--- src/rtl/tx_link_ctrl.sv ---
// Transmit link-layer controller: free-running frame/multiframe (LMFC)
// counters, CGS/ILAS/DATA sequencing against SYNC~, and resync detection.
module tx_link_ctrl #(
    parameter int unsigned F          = 4,
    parameter int unsigned K          = 8,
    parameter int unsigned RESYNC_CYC = 29
) (
    input  logic       clk,
    input  logic       rst,
    input  logic       i_link_en,
    input  logic       i_sync_n,
    output logic [2:0] o_link_mux,
    output logic [1:0] o_state,
    output logic [7:0] o_octet_cnt,
    output logic [4:0] o_frame_cnt,
    output logic       o_lmfc,
    output logic [1:0] o_ila_mf_idx,
    output logic       o_user_rdy,
    output logic [7:0] o_resync_cnt
);

    localparam int unsigned OCT_W = 8;
    localparam int unsigned FRM_W = 5;
    localparam int unsigned CNT_W = 8;
    localparam int unsigned MUX_W = 3;
    localparam int unsigned MFI_W = 2;
    localparam int unsigned RUN_W = $clog2(RESYNC_CYC + 1);

    localparam logic [OCT_W-1:0] OCT_LAST = OCT_W'(F - 1);
    localparam logic [FRM_W-1:0] FRM_LAST = FRM_W'(K - 1);
    localparam logic [RUN_W-1:0] RUN_MAX  = RUN_W'(RESYNC_CYC);
    localparam logic [CNT_W-1:0] CNT_MAX  = CNT_W'(255);
    localparam logic [MFI_W-1:0] MF_LAST  = MFI_W'(3);

    localparam logic [MUX_W-1:0] MUX_DATA = MUX_W'(0);
    localparam logic [MUX_W-1:0] MUX_K    = MUX_W'(1);
    localparam logic [MUX_W-1:0] MUX_ILA  = MUX_W'(2);

    typedef enum logic [1:0] {
        ST_IDLE = 2'd0,
        ST_CGS  = 2'd1,
        ST_ILAS = 2'd2,
        ST_DATA = 2'd3
    } state_t;

    state_t           state_q, state_d;
    logic [OCT_W-1:0] octet_q, octet_d;
    logic [FRM_W-1:0] frame_q, frame_d;
    logic [MFI_W-1:0] mf_idx_q, mf_idx_d;
    logic [RUN_W-1:0] run_q, run_d;
    logic [CNT_W-1:0] resync_q, resync_d;
    logic [MUX_W-1:0] mux_q, mux_d;
    logic             rdy_q, rdy_d;
    logic             lmfc_q, lmfc_d;

    logic             octet_end;
    logic             mf_end;
    logic [RUN_W-1:0] run_inc;
    logic             run_hit;
    logic [CNT_W-1:0] resync_inc;

    // Boundary detection and saturating increments shared by the FSM
    assign octet_end  = (octet_q == OCT_LAST);
    assign mf_end     = octet_end && (frame_q == FRM_LAST);
    assign run_inc    = (run_q == RUN_MAX) ? run_q : run_q + RUN_W'(1);
    assign run_hit    = !i_sync_n && (run_inc == RUN_MAX);
    assign resync_inc = (resync_q == CNT_MAX) ? resync_q : resync_q + CNT_W'(1);

    // Free-running octet/frame counters, independent of link state
    always_comb begin
        octet_d = octet_q + OCT_W'(1);
        frame_d = frame_q;
        if (octet_end) begin
            octet_d = '0;
            frame_d = (frame_q == FRM_LAST) ? '0 : frame_q + FRM_W'(1);
        end
    end

    // Link FSM next state, ILAS multiframe index, SYNC~ low-run and resync count
    always_comb begin
        state_d  = state_q;
        mf_idx_d = mf_idx_q;
        run_d    = '0;
        resync_d = resync_q;
        case (state_q)
            ST_IDLE: begin
                state_d = ST_CGS;
            end
            ST_CGS: begin
                // Leave CGS only on an LMFC boundary so ILAS starts multiframe-aligned
                if (i_sync_n && mf_end) begin
                    state_d = ST_ILAS;
                end
            end
            ST_ILAS: begin
                run_d = i_sync_n ? '0 : run_inc;
                if (run_hit) begin
                    state_d  = ST_CGS;
                    resync_d = resync_inc;
                end else if (mf_end) begin
                    if (mf_idx_q == MF_LAST) begin
                        state_d = ST_DATA;
                    end else begin
                        mf_idx_d = mf_idx_q + MFI_W'(1);
                    end
                end
            end
            ST_DATA: begin
                run_d = i_sync_n ? '0 : run_inc;
                if (run_hit) begin
                    state_d  = ST_CGS;
                    resync_d = resync_inc;
                end
            end
            default: begin
                state_d = ST_IDLE;
            end
        endcase
        // Link disable overrides everything, including a coincident resync
        if (!i_link_en) begin
            state_d  = ST_IDLE;
            resync_d = resync_q;
            run_d    = '0;
        end
        if (state_d != ST_ILAS) begin
            mf_idx_d = '0;
        end
    end

    // Output decode of the next state/counters so outputs come straight from flops
    always_comb begin
        mux_d  = MUX_K;
        rdy_d  = 1'b0;
        lmfc_d = (octet_d == '0) && (frame_d == '0);
        case (state_d)
            ST_ILAS: mux_d = MUX_ILA;
            ST_DATA: begin
                mux_d = MUX_DATA;
                rdy_d = 1'b1;
            end
            default: mux_d = MUX_K;
        endcase
    end

    // State and datapath registers with synchronous reset
    always_ff @(posedge clk) begin
        if (rst) begin
            state_q  <= ST_IDLE;
            octet_q  <= '0;
            frame_q  <= '0;
            mf_idx_q <= '0;
            run_q    <= '0;
            resync_q <= '0;
            mux_q    <= MUX_K;
            rdy_q    <= 1'b0;
            lmfc_q   <= 1'b1;
        end else begin
            state_q  <= state_d;
            octet_q  <= octet_d;
            frame_q  <= frame_d;
            mf_idx_q <= mf_idx_d;
            run_q    <= run_d;
            resync_q <= resync_d;
            mux_q    <= mux_d;
            rdy_q    <= rdy_d;
            lmfc_q   <= lmfc_d;
        end
    end

    assign o_state      = state_q;
    assign o_link_mux   = mux_q;
    assign o_octet_cnt  = octet_q;
    assign o_frame_cnt  = frame_q;
    assign o_lmfc       = lmfc_q;
    assign o_ila_mf_idx = mf_idx_q;
    assign o_user_rdy   = rdy_q;
    assign o_resync_cnt = resync_q;

endmodule

--- config.mk ---
export PLATFORM = sky130hd
export DESIGN_NAME = tx_link_ctrl
export DESIGN_NICKNAME = d
export VERILOG_FILES = /design/src/rtl/tx_link_ctrl.sv
export SDC_FILE = /design/constraint.sdc
export NUM_CORES = 1
export LEC_CHECK = 0
export CAP_MARGIN = 30
export CORE_MARGIN = 3
export CORE_UTILIZATION = 34
export DETAILED_ROUTE_END_ITERATION = 12
export GPL_ROUTABILITY_DRIVEN = 0
export MAX_ROUTING_LAYER = met4
export SETUP_SLACK_MARGIN = 0.5
export SLEW_MARGIN = 10
export SYNTH_ARGS = -nofsm -noshare
export SYNTH_HDL_FRONTEND = slang
export SYNTH_SLANG_ARGS = --single-unit
--- constraint.sdc ---
create_clock -name clk -period 4.56 [get_ports clk]
set_input_delay 0.912 -clock clk [delete_from_list [all_inputs] [get_ports clk]]
set_output_delay 0.912 -clock clk [all_outputs]
set_load 0.05 [all_outputs]
==> results by stage <==
STA:
- The peak clock frequency supported by timing is 379 MHz.
- The transition time of the tightest slew-check pin is 0.618 ns.
- The hold violation total from the final report is 0.
- On the final layout, the worst clock skew is 0.00775 ns.
- The headroom to the max-slew limit is 58.7%.
- The clock period minus final worst setup slack is 2.64 ns.
- The number of slew-limit violations in the final report was 0.
- The share of the clock period used by the worst path is 57.9%.
- Setup repair after global routing left no endpoint under its margin.
- The minimum hold slack is 0.508 ns.
- Setup violations remaining at the end of the flow were counted as 0.
- For the final routed database, the setup TNS stands at 0 ns.

Final layout:
- The sequential cell area is 681 um^2.
- Cells with a size suffix above 1 make up 8.26% of the layout.
- Compared with the post-synthesis result, the final layout area differs by 27.6%.
- The number of nets in the layout is 227.
- Summing all multi-input logic gate instances after layout gives 938 um^2.
- The filler cells instantiated in the layout total 464.
- The count of inserted antenna diode cells is 0.

Run status:
- The run finished with clean final reports.

CTS:
- The cell chosen for the clock root is sky130_fd_sc_hd__clkbuf_8.
- The clock tree from TritonCTS is built.
- The total of hold buffers inserted after clock tree synthesis is 0.
- The quantity of gates resized following cts is 0.
- The clock transition at the register clock pins on the worst setup and hold paths after CTS is 0.07 ns.
- The insertion delay of the later-clocked pin in the worst-skew pair is 0.28 ns.
- The number of post-CTS setup repair buffers is 0.
- The maximum number of buffers from clock root to sink is 2.
- The H-tree was split into 2 levels.
- The total number of clock tree sinks is 34.
- In this run, CTS created clock tree buffers numbering 5.

Detailed routing:
- The final layout contains routed wiring with a total length of 3380 um.
- The remaining design rule violation count is 0.
- Before antenna repair, the detailed router went through 4 iterations.
- The detail route stage leaves a number of antenna-violating nets equal to 0.
- The average via count per standard cell is 4.95.
- The routed layout has 1,401 vias.
- In this run, the number of DRC markers left after iteration 0 of detailed routing was 60.
- Dividing the detail-routed wire length by the instance count gives 11.9 um.

Worst setup path:
- Traced cell by cell, the critical path runs through clkdlybuf4s50_1 -> nor4_4 -> nand4_2 -> or4_1 -> a21oi_1.
- The kind of critical path is in2reg.
- The number of buffers and inverters on the critical path is 1.
- The worst register-to-register path ends at o_resync_cnt[7].
- The worst setup slack for register-to-register paths is 2.02 ns.
- The critical path's top delay family is simple AND/OR/NAND/NOR gates.
- The worst endpoint data arrival time is 2.85 ns.
- The critical path's largest stage delay is 0.55 ns.
- The worst endpoint required time is 4.77 ns.
- The capturing element type of the critical path is a flip-flop.
- The critical register-to-register path startpoint is run_q[0].
- The maximum fanout encountered on the critical timing path is 14.
- The type of element launching the critical path is an input pin.
- The depth of the worst register-to-register path is 6.
- The largest individual stage delay along the critical path comes from the cell sky130_fd_sc_hd__or4_1.

Logic synthesis:
- Sequential cells were found to cover 40.7% of the synthesized design area.
- The number of nets in the synthesized netlist is 193.
- The post-synthesis instance total is 183.
- After synthesis, the largest area contributor takes up 40.7% of total cell area.
- After synthesis the netlist holds a flip-flop and latch count of 34.
- The async set or reset register ratio after synthesis is 0%.
- The number of distinct library cell variants in the gate-level netlist after synthesis is 47.
- Yosys attributes the largest share of cell area to sky130_fd_sc_hd__dfxtp_1 (41%), sky130_fd_sc_hd__ha_1 (4.5%), sky130_fd_sc_hd__nand2_1 (3.4%).
- The most frequent cell after synthesis is sky130_fd_sc_hd__dfxtp_1.
- The count of warnings emitted by yosys is 0.
- The commonest cells after synthesis are sky130_fd_sc_hd__dfxtp_1 (34), sky130_fd_sc_hd__nand2_1 (15), sky130_fd_sc_hd__nor2_1 (15).
- The top flip-flop cell by instance count after synthesis is sky130_fd_sc_hd__dfxtp_1.
- The number of flops mapped to enable cells by yosys is 0.
- Each instance of the synthesized netlist takes up on average 9.14 um^2.
- The post-synthesis cell type with the largest combined area is sky130_fd_sc_hd__dfxtp_1.
- The post-synthesis instance area is 1670 um^2.

Floorplanning:
- Pin placement for this block handled 34 I/O pins.
- The die is 76.1 um tall.
- The standard cell core area is 4560 um^2.
- The die span in x is 76.1 um.
- The initial core utilization is 36.7%.
- The die outline area is 5800 um^2.
- The number of cell rows is 24.

Pwr:
- The worst-case IR drop observed on VDD is 0.208 mV.
- Summed over all cells, the static leakage comes to 0.761 nW.
- The power per standard cell area is 274 nW/um^2.

Global routing:
- The met1 layer usage reported by global route is 17.0%.
- For met3 alone, demand over resource in global routing was 3.43%.
- The number of antenna violations at the first check in global routing is 0.
- The maximum number of pins on one net before global-route repair is 24.
- The number of global-route vias before repair is 1,351.
- The met2 track demand over resource in global routing is 19.0%.
- The first global-routing pass estimated 6110 um of wire.
- Global routing consumed, over all layers together, 12.8% of the routing resources.
- Global routing finished with a remaining overflow of 0.
- The busiest layer in global routing is met2.

Worst hold path:
- The min-delay analysis places its worst path in the category reg2reg.
- The worst hold path terminates at o_resync_cnt[5].
- Along the worst hold path, the cell count comes to 2.
- The launch instance of the worst min-delay path is o_resync_cnt[5].

Run:
- Max-cap violations in this run came to 0.

Place:
- Input and output buffers added on the ports amount to 32.
- The placed wire-length estimate after detailed placement is 2470 um.
[state kept, by name, summed over array words and instances, names as in the netlist]
| register | count |
|---|---|
| o_octet_cnt | 8 |
| o_resync_cnt | 8 |
| o_frame_cnt | 5 |
| run_q | 5 |
| o_ila_mf_idx | 2 |
| o_link_mux | 2 |
| o_state | 2 |
| o_lmfc | 1 |
| o_user_rdy | 1 |
[kinds of logic after synthesis]
group                      share of synthesized area (%)
muxes                                               3.74
adders and majority gates                           4.49
AOI/OAI and AO/OA                                   11.7
other                                              0.224
xor gates and xnor gates                            7.40
DFF                                                 40.7
buffers and inverters                               3.22
and+or+nand+nor                                     28.5
[power by group]
part | leakage (nW) | switching [mW] | internal [mW] | total (mW)
clock | 0.0482 | 0.103 | 0.122 | 0.225
combinational | 0.438 | 0.0332 | 0.0181 | 0.0513
sequential | 0.275 | 0.00597 | 0.302 | 0.308
[layout by cell type (no fill, tap or decap), drive strengths merged, types with 4 or more instances in the layout]
master and n:
dfxtp 34, clkdlybuf4s50 32, nor2 15, nand2 15, nand3 11, a21oi 10
nor3 10, clkbuf 7, xnor2 6, ha 6, xor2 6, a31oi 5
or3 5, o21ai 5, inv 4, mux2i 4, and3 4
[metal layers]
metal	share of wire, %	up-vias
met5	0	-
met4	0.80	0
met3	4.8	2
met2	44	33
met1	51	640
li1	-	726
[tightest hold or removal path, stage by stage, from the launching register on]
cell,delay [ns]
sky130_fd_sc_hd__dfxtp_1,0.33
sky130_fd_sc_hd__o31ai_1,0.07
sky130_fd_sc_hd__a21oi_1,0.06
[per-stage QoR]
step           cell area (um^2)  total power [mW]  std cells  setup WS (ns)  util [%]
2_1_floorplan              1670             0.349        183           2.32         -
3_3_place_gp               2040             0.366        275           1.64      44.8
3_5_place_dp               2040             0.366        275           1.60      44.8
4_1_cts                    2130             0.593        283           1.89      46.8
5_1_grt                    2130             0.615        283           1.74      46.8
6_report                   2130             0.584        283           1.92      46.8
[how the worst max path moves through the flow]
| stage | startpoint | end | slack (ns) | cells past startpoint |
|---|---|---|---|---|
| after floorplan | o_octet_cnt[0] | o_lmfc | 2.32 | 7 |
| after global placement | i_sync_n | o_resync_cnt[7] | 1.64 | 5 |
| after detailed placement | i_sync_n | o_resync_cnt[7] | 1.60 | 5 |
| after CTS | i_sync_n | o_resync_cnt[5] | 1.89 | 5 |
| after global routing | i_sync_n | o_resync_cnt[5] | 1.74 | 5 |
| final | i_sync_n | o_resync_cnt[7] | 1.92 | 5 |
[cell type report]
cell class | count | share of cell area [%]
clock inverter | 1 | 0.234
inverter | 4 | 0.703
sequential | 34 | 31.9
multi-input combinational | 139 | 44.0
clock buffer | 7 | 4.04
tap | 65 | 3.81
timing repair buffer | 33 | 15.4
Power figures use the tool's default switching activity.
